`src/rtl/uart_pkg.sv`:
```
// Shared UART constants: default baud divisors, oversample ratio and the
// helpers that derive the oversample phase width and the tick bundle type.
package uart_pkg;

   localparam int DEF_DIV_W      = 16;
   localparam int DEF_FRAC_W     = 8;
   localparam int DEF_OVERSAMPLE = 16;
   // 50 MHz / (9600 * 16) = 325.52 -> integer 325, fraction 0.52 * 256 = 133
   localparam int DEF_INT_DIV    = 325;
   localparam int DEF_FRAC_DIV   = 133;
   localparam int MIN_DIV        = 2;

   typedef struct packed {
      logic os;
      logic tx;
      logic rx;
   } tick_t;

   localparam tick_t TICKS_IDLE = 3'b000;

   function automatic int phase_w(input int os_ratio);
      return $clog2(os_ratio);
   endfunction

endpackage

```
`src/rtl/brg_frac_div.sv`:
```
// Fractional period counter: active/shadow divisors, phase accumulator and the
// reload pulse that marks the end of every oversample period.
module brg_frac_div
   import uart_pkg::*;
#(
   parameter int DIV_W    = DEF_DIV_W,
   parameter int FRAC_W   = DEF_FRAC_W,
   parameter int DEF_INT  = DEF_INT_DIV,
   parameter int DEF_FRAC = DEF_FRAC_DIV
) (
   input  logic              clk,
   input  logic              reset,
   input  logic              i_en,
   input  logic              i_div_wr,
   input  logic [DIV_W-1:0]  i_div_int,
   input  logic [FRAC_W-1:0] i_div_frac,
   output logic              o_reload,
   output logic              o_div_pend
);

   localparam logic [DIV_W-1:0]  INT_RST   = DIV_W'(DEF_INT);
   localparam logic [FRAC_W-1:0] FRAC_RST  = FRAC_W'(DEF_FRAC);
   localparam logic [DIV_W-1:0]  INT_MIN   = DIV_W'(MIN_DIV);
   localparam logic [FRAC_W-1:0] ACC_ZERO  = FRAC_W'(0);
   localparam logic [DIV_W:0]    CNT_ZERO  = (DIV_W+1)'(0);
   localparam logic [DIV_W:0]    CNT_ONE   = (DIV_W+1)'(1);

   logic [DIV_W-1:0]  r_int;
   logic [FRAC_W-1:0] r_frac;
   logic [DIV_W-1:0]  r_sh_int;
   logic [FRAC_W-1:0] r_sh_frac;
   logic [FRAC_W-1:0] r_acc;
   logic [DIV_W:0]    r_cnt;
   logic              r_pend;

   logic [FRAC_W:0]   w_sum;
   logic [DIV_W-1:0]  w_int_eff;
   logic [DIV_W:0]    w_len_m1;
   logic              w_reload;
   logic              w_apply;

   // Current period length is the clamped integer plus the accumulator carry.
   always_comb begin
      w_sum = {1'b0, r_acc} + {1'b0, r_frac};
      if (r_int < INT_MIN) begin
         w_int_eff = INT_MIN;
      end else begin
         w_int_eff = r_int;
      end
      w_len_m1 = {1'b0, w_int_eff} + {{DIV_W{1'b0}}, w_sum[FRAC_W]} - CNT_ONE;
      w_reload = i_en && (r_cnt == w_len_m1);
      // Stopped generator takes the shadow at once; running one waits for a reload.
      w_apply  = r_pend && (!i_en || w_reload);
   end

   // Shadow divisor capture; the last write before the apply point wins.
   always_ff @(posedge clk or posedge reset) begin
      if (reset) begin
         r_sh_int  <= INT_RST;
         r_sh_frac <= FRAC_RST;
      end else if (i_div_wr) begin
         r_sh_int  <= i_div_int;
         r_sh_frac <= i_div_frac;
      end
   end

   // Pending flag; a write landing on the apply cycle keeps it set for the next one.
   always_ff @(posedge clk or posedge reset) begin
      if (reset) begin
         r_pend <= 1'b0;
      end else if (i_div_wr) begin
         r_pend <= 1'b1;
      end else if (w_apply) begin
         r_pend <= 1'b0;
      end
   end

   // Active divisor, accumulator and cycle counter.
   always_ff @(posedge clk or posedge reset) begin
      if (reset) begin
         r_int  <= INT_RST;
         r_frac <= FRAC_RST;
         r_acc  <= ACC_ZERO;
         r_cnt  <= CNT_ZERO;
      end else if (w_apply) begin
         r_int  <= r_sh_int;
         r_frac <= r_sh_frac;
         r_acc  <= ACC_ZERO;
         r_cnt  <= CNT_ZERO;
      end else if (w_reload) begin
         r_acc  <= w_sum[FRAC_W-1:0];
         r_cnt  <= CNT_ZERO;
      end else if (i_en) begin
         r_cnt  <= r_cnt + CNT_ONE;
      end
   end

   assign o_reload   = w_reload;
   assign o_div_pend = r_pend;

endmodule

```
`src/rtl/brg_frac.sv`:
```
// Fractional baud-rate generator: oversample tick from brg_frac_div, plus the
// tx bit-rate and rx mid-bit phase counters and the registered tick outputs.
module brg_frac
   import uart_pkg::*;
#(
   parameter int DIV_W      = DEF_DIV_W,
   parameter int FRAC_W     = DEF_FRAC_W,
   parameter int OVERSAMPLE = DEF_OVERSAMPLE,
   parameter int DEF_INT    = DEF_INT_DIV,
   parameter int DEF_FRAC   = DEF_FRAC_DIV
) (
   input  logic              clk,
   input  logic              reset,
   input  logic              en,
   input  logic              div_wr,
   input  logic [DIV_W-1:0]  div_int_in,
   input  logic [FRAC_W-1:0] div_frac_in,
   input  logic              rx_restart,
   output logic              os_tick,
   output logic              tx_tick,
   output logic              rx_sample,
   output logic              div_pend
);

   localparam int              PH_W    = phase_w(OVERSAMPLE);
   localparam logic [PH_W-1:0] PH_ZERO = PH_W'(0);
   localparam logic [PH_W-1:0] PH_ONE  = PH_W'(1);
   localparam logic [PH_W-1:0] PH_LAST = PH_W'(OVERSAMPLE - 1);
   localparam logic [PH_W-1:0] PH_MID  = PH_W'(OVERSAMPLE / 2 - 1);

   logic            w_reload;
   logic            w_div_pend;
   logic [PH_W-1:0] r_tx_phase;
   logic [PH_W-1:0] r_rx_phase;
   tick_t           r_ticks;
   tick_t           w_ticks_nxt;

   brg_frac_div #(
      .DIV_W    (DIV_W),
      .FRAC_W   (FRAC_W),
      .DEF_INT  (DEF_INT),
      .DEF_FRAC (DEF_FRAC)
   ) u_div (
      .clk        (clk),
      .reset      (reset),
      .i_en       (en),
      .i_div_wr   (div_wr),
      .i_div_int  (div_int_in),
      .i_div_frac (div_frac_in),
      .o_reload   (w_reload),
      .o_div_pend (w_div_pend)
   );

   // Tick decode; a coincident rx_restart swallows the mid-bit sample only.
   always_comb begin
      w_ticks_nxt    = TICKS_IDLE;
      w_ticks_nxt.os = w_reload;
      w_ticks_nxt.tx = w_reload && (r_tx_phase == PH_LAST);
      w_ticks_nxt.rx = w_reload && !rx_restart && (r_rx_phase == PH_MID);
   end

   // Transmit phase: free-running modulo OVERSAMPLE on each oversample tick.
   always_ff @(posedge clk or posedge reset) begin
      if (reset) begin
         r_tx_phase <= PH_ZERO;
      end else if (w_reload) begin
         r_tx_phase <= r_tx_phase + PH_ONE;
      end
   end

   // Receive phase: realigned to a start-bit edge by rx_restart.
   always_ff @(posedge clk or posedge reset) begin
      if (reset) begin
         r_rx_phase <= PH_ZERO;
      end else if (rx_restart) begin
         r_rx_phase <= PH_ZERO;
      end else if (w_reload) begin
         r_rx_phase <= r_rx_phase + PH_ONE;
      end
   end

   // Output tick flops: each pulse lasts exactly one clk cycle.
   always_ff @(posedge clk or posedge reset) begin
      if (reset) begin
         r_ticks <= TICKS_IDLE;
      end else begin
         r_ticks <= w_ticks_nxt;
      end
   end

   assign os_tick   = r_ticks.os;
   assign tx_tick   = r_ticks.tx;
   assign rx_sample = r_ticks.rx;
   assign div_pend  = w_div_pend;

endmodule

```
`config.mk`:
```
export PLATFORM = sky130hd
export DESIGN_NAME = brg_frac
export DESIGN_NICKNAME = d
export VERILOG_FILES = /design/src/rtl/uart_pkg.sv /design/src/rtl/brg_frac_div.sv /design/src/rtl/brg_frac.sv
export SDC_FILE = /design/constraint.sdc
export NUM_CORES = 1
export LEC_CHECK = 0
export ABC_AREA = 1
export CORE_MARGIN = 2
export CORE_UTILIZATION = 30
export CTS_CLUSTER_SIZE = 14
export DETAILED_ROUTE_END_ITERATION = 7
export PLACE_DENSITY = 0.58
export SLEW_MARGIN = 20
export SYNTH_ARGS = -nofsm -noshare
export SYNTH_HDL_FRONTEND = slang
export SYNTH_SLANG_ARGS = --single-unit
```
`constraint.sdc`:
```
create_clock -name clk -period 3.7 [get_ports clk]
set_input_delay 0.74 -clock clk [delete_from_list [all_inputs] [get_ports clk]]
set_output_delay 0.74 -clock clk [all_outputs]
set_load 0.05 [all_outputs]
```
==> Word-level counts from Yosys, hierarchy flattened <==
Cells that the tools add are included.
W data, S select, Z words.
{ "totals": {"regBits": 85, "latch_bits": 0, "ramBits": 0, "romBits": 0, "input_bits": 29, "output_inout_bits": 4, "elab_cells": 44, "mem_count": 0} }
{ "op_classes": {"addsub": 6, "mul": 0, "div_mod_pow": 0, "order_cmp": 1, "n_eq_ne": 3, "shifts": 0, "muxes": 10, "bitwise": 0, "n_reduce_logical": 12} }
{ "ops": {"columns": ["op", "count"], "rows": [
  ["$mux W17", 3],
  ["$add A16 B1 Y17", 1],
  ["$add A17 B1 Y17 const B", 1],
  ["$eq A17 B17 Y1", 1],
  ["$sub A17 B1 Y17 const B", 1],
  ["$lt A16 B2 Y1 const B", 1],
  ["$mux W16", 1],
  ["$mux W8", 2],
  ["$add A8 B8 Y9", 1],
  ["$add A4 B1 Y4 const B", 2],
  ["$mux W4", 2],
  ["$reduce_bool A2 Y1", 3],
  ["$logic_and A1 B1 Y1", 5],
  ["$eq A4 B3 Y1 const B", 1],
  ["$eq A4 B4 Y1 const B", 1],
  ["$reduce_bool A3 Y1", 1],
  ["$logic_not A1 Y1", 2],
  ["$mux W1", 2],
  ["$logic_or A1 B1 Y1", 1]
]} }

==> Logic depth before layout (Yosys ltp) <==
Gate-level depths: netlist of the first run.
{ "depth": {"ltp_word": 10, "ltp_mapped": 26, "depth_no_buf": 25} }

==> Modules after synthesis <==
Synthesis of the first run repeated with hierarchy kept, for this count alone.
{ "hier_totals": {"hier_cells": 548, "area_unflattened_um2": 4526.8} }
{ "by_module_without_submodules": {"columns": ["mod", "instances", "cells_per_inst", "area_per_inst_um2", "seq_area_each_um2"], "rows": [
  ["brg_frac_div", 1, 503, 4048.9, 1869.3],
  ["brg_frac", 1, 45, 478.0, 275.3]
]} }

==> Worst setup path after synthesis of the first run <==
OpenSTA, ideal clock, no wires.
{ "synth_path": {"path_type": "flip-flop to flip-flop", "startpoint": "register u_div.r_frac[0]", "endpoint": "register u_div.r_int[11]", "setup_time_ns": 0.117, "t_arrival_ns": 3.632, "required_time_ns": 3.583, "path_slack_ns": -0.049, "stages_incl_launch_ff": 27, "path_buffers": 1, "period_less_slack_ns": 3.749, "path_cell_list": "dfstp_2 > ha_1 > inv_1 > fa_1 > o31ai_1 > and2_1 > nor2_1 > o21bai_1 > nand2_1 > nand2_1 > a21oi_1 > ha_1 > ha_1 > nand3_1 > nor2_1 > nand3_1 > xor2_1 > inv_1 > nor2_1 > nand3_1 > nor2_2 > nand3_2 > nand2_4 > nand2_4 > buf_6 > nand2_1 > nand2_1"} }
{ "synth_via": {"elab_chain_cells": 7} }
{ "synth_rtl": {"columns": ["item", "line_no", "text"], "rows": [
  ["start, declared", "brg_frac_div.sv:29", "logic [FRAC_W-1:0] r_frac;"],
  ["start signal, assigned", "brg_frac_div.sv:87", "r_frac <= r_sh_frac;"],
  ["$add A8 B8 Y9", "brg_frac_div.sv:44", "w_sum = {1'b0, r_acc} + {1'b0, r_frac};"],
  ["$add A16 B1 Y17", "brg_frac_div.sv:50", "w_len_m1 = {1'b0, w_int_eff} + {{DIV_W{1'b0}}, w_sum[FRAC_W]} - CNT_ONE;"],
  ["$sub A17 B1 Y17", "brg_frac_div.sv:50", null],
  ["$eq A17 B17 Y1", "brg_frac_div.sv:51", "w_reload = i_en && (r_cnt == w_len_m1);"],
  ["$logic_and A1 B1 Y1", "brg_frac_div.sv:51", null],
  ["$logic_or A1 B1 Y1", "brg_frac_div.sv:53", "w_apply = r_pend && (!i_en || w_reload);"],
  ["$logic_and A1 B1 Y1", "brg_frac_div.sv:53", null],
  ["end signal, assigned", "brg_frac_div.sv:86", "r_int <= r_sh_int;"],
  ["end, declared", "brg_frac_div.sv:28", "logic [DIV_W-1:0] r_int;"]
]} }
No other way between the ends.
A chain may end at the register's enable or synchronous reset.

==> Worst setup path in the final report of the first run <==
{ "layout_path": {"startpoint": "register u_div.r_frac[0]", "endpoint": "register u_div.r_int[1]"} }
Same word-level chain as after synthesis.

==> results of run 1 <==
[final cells by class]
class,count,area (µm²)
multi-input combinational,432,2557
clock inverter,3,43.79
fill,1490,9010
inverter,45,170.2
tap,188,235.2
timing repair buffer,78,724.4
clock buffer,13,260.3
sequential,85,2145
[metrics by stage]
| step | utilization, % | worst slack (ps) | total power, W | hold slack [ps] | instances |
|---|---|---|---|---|---|
| floorplan | - | 18.13 | 0.001472 | 441.9 | 573 |
| global placement | 34.69 | -178.8 | 0.001610 | 455.3 | 799 |
| detailed placement | 34.69 | -350.8 | 0.001624 | 458.1 | 799 |
| CTS | 39.36 | -198.9 | 0.002641 | 468.2 | 840 |
| global route | 40.51 | -388.6 | 0.002823 | 482.4 | 844 |
| finish | 40.51 | -177.5 | 0.002679 | 463.0 | 844 |
[registers in the layout, indices dropped and copies added (netlist names)]
register	count
os_tick	1
r_rx_phase	4
r_tx_phase	4
rx_sample	1
tx_tick	1
u_div.o_div_pend	1
u_div.r_acc	8
u_div.r_cnt	17
u_div.r_frac	8
u_div.r_int	16
u_div.r_sh_frac	8
u_div.r_sh_int	16
[layer usage]
metal | GRT usage (%) | vias to the layer above | share of wire, %
li1 | - | 1986 | -
met3 | 3.130 | 25 | 4.0
met1 | 18.92 | 1862 | 46
met5 | 0 | - | 0
met2 | 23.84 | 91 | 47
met4 | 7.304 | 0 | 2.3
[cell families (layout without fill, tap and decap cells)]
logic type	count (synthesis)	in the layout	share of synthesized area (%)
flip-flops	85	85	46.41
AO/OA/AOI/OAI	23	23	2.762
adder cells (fa/ha/maj)	14	14	3.954
XOR/XNOR	41	41	8.096
AND/OR/NAND/NOR	348	354	33.04
buffers and inverters	62	139	5.740
[final timing paths]
| kind | slack, ps | endpoint |
|---|---|---|
| max | -180 | u_div.r_int[1] |
| min reg2reg | 460 | u_div.r_sh_frac[7] |
| max reg2reg | -180 | u_div.r_int[1] |
| min | 460 | u_div.r_sh_frac[7] |
| max in group asynchronous | 2030 | u_div.r_int[2] |
| min in group asynchronous | 860 | u_div.o_div_pend |
[critical path, cell delays in order (launching register included)]
cell and delay, ps:
dfstp_2 550, ha_4 130, inv_2 30, fa_2 350, o31ai_4 200, and2_4 180, nor2_2 30, o21bai_1 170
nand2_1 70, nand2_1 80, a21oi_2 60, ha_2 200, ha_4 190, nand3_4 100, nor2_4 50, nand3_2 80
xor2_1 150, inv_1 60, nor2_1 130, nand3_1 130, nor2_4 120, buf_4 120, nand3_4 120, nand2_8 170
buf_12 160, nand3_1 70, nand2_1 90
[power by group through the flow]
stage / clock (W) / sequential, W / combinational [W]
floorplan: 0 / 0.00111 / 0.000359
global placement: 0 / 0.00114 / 0.000472
detailed placement: 0 / 0.00114 / 0.000485
CTS: 0.000955 / 0.00113 / 0.000558
global route: 0.000999 / 0.00115 / 0.000678
finish: 0.000936 / 0.00113 / 0.000609
[synth_stat cells, types with 7 or more instances]
library cell,instances
a21oi_1,8
clkbuf_1,9
dfrtp_1,71
dfstp_2,14
ha_1,13
inv_1,43
nand2_1,205
nand3_1,61
nand4_1,10
nor2_1,46
o21ai_0,7
xnor2_1,14
xor2_1,26
[what timing repair did]
item,CTS,global route
resized for setup,41,31
buffers inserted,19,1
endpoints found under the setup margin,61,61
pin swaps,29,34
hold buffers,0,0
cloned,6,3
[layout by cell type (no fill, tap or decap), types with 3 or more instances in the layout]
cell,Yosys,routed
ha_1,13,9
nor3_1,5,5
nand3_1,61,54
xnor2_1,14,12
nand2_1,205,197
nand2_2,2,9
a21oi_1,8,5
o22ai_1,5,5
nand3_2,1,6
buf_4,4,37
xor2_1,26,25
dfrtp_1,71,71
nand2_4,3,3
nand2_8,0,5
o21ai_0,7,5
nand4_1,10,10
buf_6,2,7
nor2_2,5,8
nor2_4,0,5
inv_2,2,4
clkbuf_16,0,9
ha_4,0,3
nor2_1,46,38
inv_1,43,40
dfstp_2,14,14
clkdlybuf4s50_1,0,32
==> impl_metrics.env, run 1 <==
export IMPL_vdd_ir_drop_max_uv=221.2
export IMPL_drtIter0Drc=191
export IMPL_clock_path_buffers=2
export IMPL_leakage_nw=2.948
export IMPL_wirelength_um=11640
export IMPL_setup_tns_ps=-8049
export IMPL_tightest_slew_ps=841.3
export IMPL_overflow=0
export IMPL_clkPwrFrac_pct=34.9
export IMPL_netlist_area_leader_share_pct=38.45
export IMPL_cts_buffers=9
export IMPL_max_slew_margin_pct=43.74
export IMPL_dp_hpwl_um=7438
export IMPL_synth_top_cell_by_area="dfrtp_1"
export IMPL_syn_num_nets=616
export IMPL_viasPerCell=4.697
export IMPL_intPower_w=0.001860
export IMPL_hold_viol=0
export IMPL_fmax_mhz=257.9
export IMPL_p_seq_share_pct=42.3
export IMPL_failed_checks="negative setup slack"
export IMPL_ys_dominant_reg_cell="dfrtp_1"
export IMPL_row_count=45
export IMPL_grt_start_max_net_pins=45
export IMPL_hold_depth=2
export IMPL_ys_types=36
export IMPL_grt_use_total_pct=14.81
export IMPL_synth_edf_count=0
export IMPL_setup_viol=61
export IMPL_synth_area_leaders="dfrtp_1 38%, nand2_1 17%, dfstp_2 8.0%"
export IMPL_drive_above_1_share_pct=21.04
export IMPL_gp_congestion=0.8665
export IMPL_syn_cell_area_mm2=0.004621
export IMPL_grt_pass1_vias=4008
export IMPL_fp_dieW_um=128.1
export IMPL_clock_latency_ps=340
export IMPL_wire_per_inst_um=13.79
export IMPL_cts_clk_slew_worst_paths_ps=60
export IMPL_die_y_um=128.1
export IMPL_cts_tree="built"
export IMPL_io_pins=33
export IMPL_start_util_pct=30.51
export IMPL_avgSynthCellArea_um2=8.064
export IMPL_skew_ps=9.070
export IMPL_stdcell_area_mm2=0.006136
export IMPL_critPathRequiredTime_ps=3980
export IMPL_rsz0062_at_grt="yes"
export IMPL_worst_ep_arrival_time_ps=4150
export IMPL_cts_num_sinks=85
export IMPL_cap_violations=0
export IMPL_setup_slack_ps=-177.5
export IMPL_cts_max_level=3
export IMPL_worst_r2r_cell_count=26
export IMPL_comb_power_share_pct=22.7
export IMPL_grt_pass1_wl_um=19390
export IMPL_drv_slew=0
export IMPL_drcViolationCount=0
export IMPL_yosys_warnings=0
export IMPL_worstHoldPathType="register to register"
export IMPL_drtPass1Iterations=5
export IMPL_syn_to_final_growth_pct=32.79
export IMPL_async_reset_ff_share_pct=100.0
export IMPL_setup_worst_path_start="u_div.r_frac[0]"
export IMPL_place_area_mm2=0.005254
export IMPL_n_antenna_cell=0
export IMPL_critPathLaunchType="register"
export IMPL_antenna_found_initial=0
export IMPL_vias=3964
export IMPL_status="complete, but fails checks"
export IMPL_swShare_pct=30.55
export IMPL_min_delay_start="u_div.r_sh_frac[7]"
export IMPL_antenna_left=0
export IMPL_core_area_mm2=0.01515
export IMPL_yosysSeqAreaShare_pct=46.41
export IMPL_worst_setup_path_type="register to register"
export IMPL_syn_inst=573
export IMPL_min_period_over_period_pct=104.8
export IMPL_nets=694
export IMPL_cts_root_buf="clkbuf_16"
export IMPL_path_max_fanout=8
export IMPL_r2r_start="u_div.r_frac[0]"
export IMPL_setup_worst_path_end_class="register"
export IMPL_fin_crit_ps=3877
export IMPL_power_density_mw_per_mm2=436.6
export IMPL_ys_ff_latch=85
export IMPL_io_buffers=32
export IMPL_switchingPower_w=0.0008183
export IMPL_die_area_mm2=0.01641
Note: power is estimated with default switching activity, not from simulation.
==> inputs of run 2 (changes only) <==
- CORE_MARGIN: 2 -> not set
==> run 2 against run 1 <==
- the flow still finishes with violations (negative setup slack)
- sequential share of layout area increased by 1.0 points
- fmax increased by 0.84%
- flip-flop and latch count unchanged
- die area decreased by 3.1%
- register-to-register slack improved by 30 ps
- non-clock buffer count decreased by 14
- core utilization decreased by 0.11 points
- largest cell class unchanged
- largest power group unchanged
==> impl_metrics.env, run 2 (synthesis results as in run 1) <==
export IMPL_cts_num_sinks=85
export IMPL_p_seq_share_pct=43.9
export IMPL_rrSetupSlack_ps=-150
export IMPL_row_count=44
export IMPL_vias=3910
export IMPL_worst_ep_arrival_time_ps=4090
export IMPL_cts_max_level=3
export IMPL_comb_power_share_pct=22.2
export IMPL_clock_path_buffers=2
export IMPL_antenna_left=0
export IMPL_rsz0062_at_grt="yes"
export IMPL_final_common_cell="nand2_1"
export IMPL_core_area_mm2=0.01475
export IMPL_min_delay_start="u_div.r_sh_int[8]"
export IMPL_switchingPower_w=0.0008008
export IMPL_drv_slew=0
export IMPL_fin_util_pct=40.40
export IMPL_cap_violations=0
export IMPL_io_pins=33
export IMPL_setup_tns_ps=-4728
export IMPL_hold_slack_ps=462.7
export IMPL_route_met3_wl_um=525
export IMPL_status="complete, but fails checks"
export IMPL_io_buffers=32
export IMPL_fp_dieW_um=126.1
export IMPL_overflow=0
export IMPL_drtIter0Drc=234
export IMPL_skew_ps=7.349
export IMPL_leakage_nw=2.870
export IMPL_setup_viol=61
export IMPL_regMostFlops="u_div.r_cnt"
export IMPL_critPathLaunchType="register"
export IMPL_cts_hold_buf=0
export IMPL_swShare_pct=31.12
export IMPL_n_antenna_cell=0
export IMPL_path_max_fanout=6
export IMPL_grt_pass1_vias=3894
export IMPL_fin_crit_ps=3845
export IMPL_dr_wl_met2_um=5179
export IMPL_power_density_mw_per_mm2=431.7
export IMPL_setup_slack_ps=-145.3
export IMPL_clkPwrFrac_pct=33.8
export IMPL_whs_endpoint="u_div.r_sh_int[8]"
export IMPL_top_layer="met4"
export IMPL_dp_hpwl_um=7274
export IMPL_cts_clk_slew_worst_paths_ps=70
export IMPL_max_slew_margin_pct=43.04
export IMPL_start_util_pct=31.32
export IMPL_r2r_end="r_rx_phase[0]"
export IMPL_gp_congestion=0.8389
export IMPL_worst_r2r_cell_count=22
export IMPL_r2r_start="u_div.r_frac[0]"
export IMPL_largest_reg_flops=17
export IMPL_worst_setup_path_type="register to register"
export IMPL_grt_pass1_wl_um=19100
export IMPL_vdd_ir_drop_max_uv=207.6
export IMPL_dp_cells=793
export IMPL_nets=677
export IMPL_drtPass1Iterations=4
export IMPL_antenna_found_initial=0
export IMPL_intPower_w=0.001772
export IMPL_grt_start_max_net_pins=51
export IMPL_critPathRequiredTime_ps=3940
export IMPL_hold_viol=0
export IMPL_fillerInstances=1512
export IMPL_worstHoldPathType="register to register"
export IMPL_pre_cts_slack_ps=-281.2
export IMPL_hold_depth=2
export IMPL_wire_per_inst_um=13.55
export IMPL_min_period_over_period_pct=103.9
export IMPL_finalNonFillerCells=823
export IMPL_fmax_mhz=260.1
export IMPL_syn_to_final_growth_pct=29.00
export IMPL_layout_common_cells="202 x nand2_1, 71 x dfrtp_1, 55 x nand3_1, 41 x nor2_1, 40 x inv_1"
export IMPL_drcViolationCount=0
export IMPL_multi_input_area_mm2=0.002449
export IMPL_area_sequential_mm2=0.002145
export IMPL_tightest_slew_ps=853.4
export IMPL_setup_worst_path_end_class="register"
export IMPL_reg_largest_list="u_div.r_cnt x17, u_div.r_int x16, u_div.r_sh_int x16"
export IMPL_drive_above_1_share_pct=18.00
export IMPL_wl_met1_um=5216
export IMPL_cts_buffers=9
export IMPL_grt_use_total_pct=15.15
export IMPL_failed_checks="negative setup slack"
export IMPL_viasPerCell=4.751
export IMPL_cts_tree="built"
export IMPL_die_area_mm2=0.01590
export IMPL_clock_latency_ps=350
export IMPL_wirelength_um=11150
export IMPL_cts_root_buf="clkbuf_16"
export IMPL_die_y_um=126.1
==> run 2: power groups by stage <==
stage          clock network, W  logic [W]  registers (W)
2_1_floorplan                 0   0.000359        0.00111
3_3_place_gp                  0   0.000470        0.00114
3_5_place_dp                  0   0.000483        0.00114
4_1_cts                0.000901   0.000539        0.00113
5_1_grt                0.000935   0.000642        0.00114
6_report               0.000871   0.000572        0.00113
==> run 2: per-stage QoR <==
step,cell area [µm²],total power (W)
4_1_cts,5809,0.002566
6_report,5961,0.002573
2_1_floorplan,4621,0.001472
3_3_place_gp,5246,0.001607
5_1_grt,5961,0.002721
3_5_place_dp,5246,0.001622
==> run 2: cell type report <==
| cell class | instances | area share [%] |
|---|---|---|
| inverters | 45 | 2.897 |
| multi-input cells | 429 | 41.08 |
| repair buffers | 64 | 11.36 |
| flip-flops and latches | 85 | 35.98 |
| well taps | 184 | 3.862 |
| clock buffers | 11 | 4.240 |
| clock inverters | 5 | 0.5877 |
==> run 2: how the worst max path moves through the flow <==
stage	startpoint	to	slack [ps]
6_report	u_div.r_frac[0]	r_rx_phase[0]	-150
5_1_grt	u_div.r_frac[0]	u_div.r_acc[1]	-380
4_1_cts	u_div.r_frac[0]	u_div.r_acc[5]	-110
3_5_place_dp	u_div.r_frac[0]	u_div.r_cnt[2]	-280
3_3_place_gp	u_div.r_frac[0]	u_div.r_acc[5]	-180
2_1_floorplan	u_div.r_frac[0]	u_div.r_int[11]	20
==> run 2: repair_timing <==
action                     in CTS  in global routing
pin swaps                      24                 25
gates cloned                    6                  1
resized for setup              28                 28
setup endpoints to repair      61                 61
buffers inserted                6                  2
==> run 2: metal layers <==
metal / up-vias / track usage, %
li1: 1951 / -
met3: 17 / 3.186
met2: 79 / 24.34
met1: 1863 / 19.52
met4: 0 / 7.016
met5: - / 0
==> run 2: critical path: stages (launching register included) <==
cell and delay (ps):
dfstp_2 550, ha_4 140, inv_2 40, fa_2 360, o31ai_4 200, and2_4 180
nor2_1 30, o21bai_1 160, nand2_1 70, nand2_1 70, a21oi_2 50, ha_2 200
buf_6 120, nor3b_4 170, nand2_2 100, xor2_1 200, nand3_2 120, nor3_4 270
buf_6 150, nand4_4 190, buf_4 230, nand3_1 70, nand2_1 60
==> inputs of run 3 (changes only) <==
- clock period: 3.7 -> 3.3 ns (I/O delays scaled with it)
==> run 3 against run 2 <==
- the flow still finishes with violations (negative setup slack)
- worst hold slack is essentially flat
- register-to-register slack lost 310 ps
- cell area grew 3.1%
- fmax grew 2.4%
- routed wire length shrank 1.8%
- die area is the same
- non-clock buffer count grew 8
- first-iteration DRC count shrank 11%
- core utilization grew 1.2 points
- critical path depth is the same
- combinational power grew 23%
- sequential power grew 11%
- critical endpoint is now u_div.r_int[10]
- highest routed layer unchanged
==> impl_metrics.env, run 3 (synthesis results as in run 1) <==
export IMPL_drtIter0Drc=208
export IMPL_largest_reg_flops=17
export IMPL_grt_use_total_pct=13.99
export IMPL_viasPerCell=4.610
export IMPL_start_util_pct=31.32
export IMPL_cts_clk_slew_worst_paths_ps=60
export IMPL_n_antenna_cell=0
export IMPL_min_period_over_period_pct=113.8
export IMPL_cts_max_level=3
export IMPL_vias=3840
export IMPL_core_area_mm2=0.01475
export IMPL_drive_above_1_share_pct=21.42
export IMPL_cts_tree="built"
export IMPL_die_y_um=126.1
export IMPL_cts_buffers=9
export IMPL_antenna_found_initial=0
export IMPL_reg_largest_list="u_div.r_cnt x17, u_div.r_int x16, u_div.r_sh_int x16"
export IMPL_setup_worst_path_end_class="register"
export IMPL_cap_violations=0
export IMPL_wire_per_inst_um=13.15
export IMPL_vdd_ir_drop_max_uv=245.5
export IMPL_io_pins=33
export IMPL_clkPwrFrac_pct=34.7
export IMPL_failed_checks="negative setup slack"
export IMPL_grt_pass1_vias=3728
export IMPL_switchingPower_w=0.0008836
export IMPL_dp_cells=807
export IMPL_cts_root_buf="clkbuf_16"
export IMPL_critPathLaunchType="register"
export IMPL_io_buffers=32
export IMPL_rrSetupSlack_ps=-460
export IMPL_tightest_slew_ps=637.2
export IMPL_worst_setup_path_type="register to register"
export IMPL_swShare_pct=29.56
export IMPL_hold_viol=0
export IMPL_busiest_layer="met2"
export IMPL_antenna_left=0
export IMPL_place_area_mm2=0.005472
export IMPL_dp_hpwl_um=7409
export IMPL_worst_ep_arrival_time_ps=4000
export IMPL_setup_slack_ps=-456.0
export IMPL_final_common_cell="nand2_1"
export IMPL_worstHoldPathType="register to register"
export IMPL_stdcell_area_mm2=0.006143
export IMPL_skew_ps=6.737
export IMPL_clock_path_buffers=2
export IMPL_overflow=0
export IMPL_nets=687
export IMPL_drv_slew=0
export IMPL_power_w=0.002989
export IMPL_p_seq_share_pct=41.8
export IMPL_regMostFlops="u_div.r_cnt"
export IMPL_comb_power_share_pct=23.4
export IMPL_status="complete, but fails checks"
export IMPL_drcViolationCount=0
export IMPL_path_max_fanout=7
export IMPL_max_slew_margin_pct=57.47
export IMPL_die_area_mm2=0.01590
export IMPL_grt_use_met1_pct=18.38
export IMPL_fmax_mhz=266.2
export IMPL_power_density_mw_per_mm2=486.6
export IMPL_finalNonFillerCells=833
export IMPL_setup_viol=61
export IMPL_drtPass1Iterations=4
export IMPL_use_met3_pct=2.719
export IMPL_fin_crit_ps=3756
export IMPL_grt_pass1_wl_um=17560
export IMPL_row_count=44
export IMPL_intPower_w=0.002106
export IMPL_wirelength_um=10950
export IMPL_cts_num_sinks=85
export IMPL_fp_dieW_um=126.1
export IMPL_grtUsageMet2_pct=21.51
export IMPL_critPathRequiredTime_ps=3540
export IMPL_hold_slack_ps=462.9
export IMPL_leakage_nw=2.930
export IMPL_clock_latency_ps=350
export IMPL_syn_to_final_growth_pct=32.95
export IMPL_pre_cts_slack_ps=-445.7
export IMPL_grt_start_max_net_pins=51
export IMPL_gp_congestion=0.8562
export IMPL_layout_common_cells="194 x nand2_1, 71 x dfrtp_1, 46 x nand3_1, 43 x nor2_1, 40 x inv_1"
export IMPL_rsz0062_at_grt="yes"
run 3: cell types whose count changed in the layout (fill, tap and decap cells not counted), moves of 6 or more:
cell and delta:
buf_6 -6, nand2_1 -8, buf_4 +13, nand3_2 +8, nand2_2 +8, nand3_1 -9
run 3: critical path, cell delays in order (launching register included):
cell and delay [ps]:
dfstp_2 550, ha_4 130, inv_2 40, fa_2 360
o31ai_4 240, and2_4 180, nor2_2 30, o21bai_1 150
nand2_1 80, nand2_2 80, a21oi_2 60, ha_4 180
nor3b_4 170, nand2_2 90, buf_6 90, xor2_1 140
nand3_1 130, nor3_4 320, nand3_4 190, nand2_8 160
nand2_4 100, nand2_1 100, nand2_1 50
run 3: final cells by class:
cell class,count,area (µm²)
Clock buffer,13,260.3
Clock inverter,3,43.79
Fill cell,1482,8611
Sequential cell,85,2145
Tap cell,184,230.2
Multi-Input combinational cell,431,2570
Timing Repair Buffer,72,711.9
Inverter,45,182.7
run 3: per-layer routing:
layer	part of all wire [%]	up-vias
li1	-	1963
met1	47	1780
met2	45	76
met3	4.5	21
met4	3.2	0
met5	0	-
run 3: what timing repair did:
item                       in CTS  in global routing
setup buffers                   0                  3
resized for setup               5                 47
cloned                          0                  7
setup endpoints to repair      61                 61
pin swaps                       0                 35
hold endpoints to repair        0                  0
hold buffers                    0                  0
run 3: final timing paths:
path,startpoint,endpoint,cells past startpoint
max in group asynchronous,reset,u_div.r_sh_frac[7],3
hold reg to reg,u_div.r_sh_frac[7],u_div.r_sh_frac[7],2
setup / recovery,u_div.r_frac[0],u_div.r_int[10],22
min in group asynchronous,reset,u_div.r_sh_int[15],2
setup reg to reg,u_div.r_frac[0],u_div.r_int[10],22
hold / removal,u_div.r_sh_frac[7],u_div.r_sh_frac[7],2
run 3: stage by stage:
stage / util [%] / setup TNS (ps)
after floorplan: - / -7326
after global placement: 37.08 / -17340
after detailed placement: 37.08 / -22460
after CTS: 39.35 / -21110
after global routing: 41.64 / -35730
final: 41.64 / -24110
run 3: power by group through the flow:
stage                     logic [W]  clock network, W  registers [W]
final                      0.000701           0.00104        0.00125
after global routing       0.000787           0.00111        0.00126
after floorplan            0.000423                 0        0.00125
after detailed placement   0.000627                 0        0.00126
after global placement     0.000612                 0        0.00126
after CTS                  0.000641           0.00106        0.00125
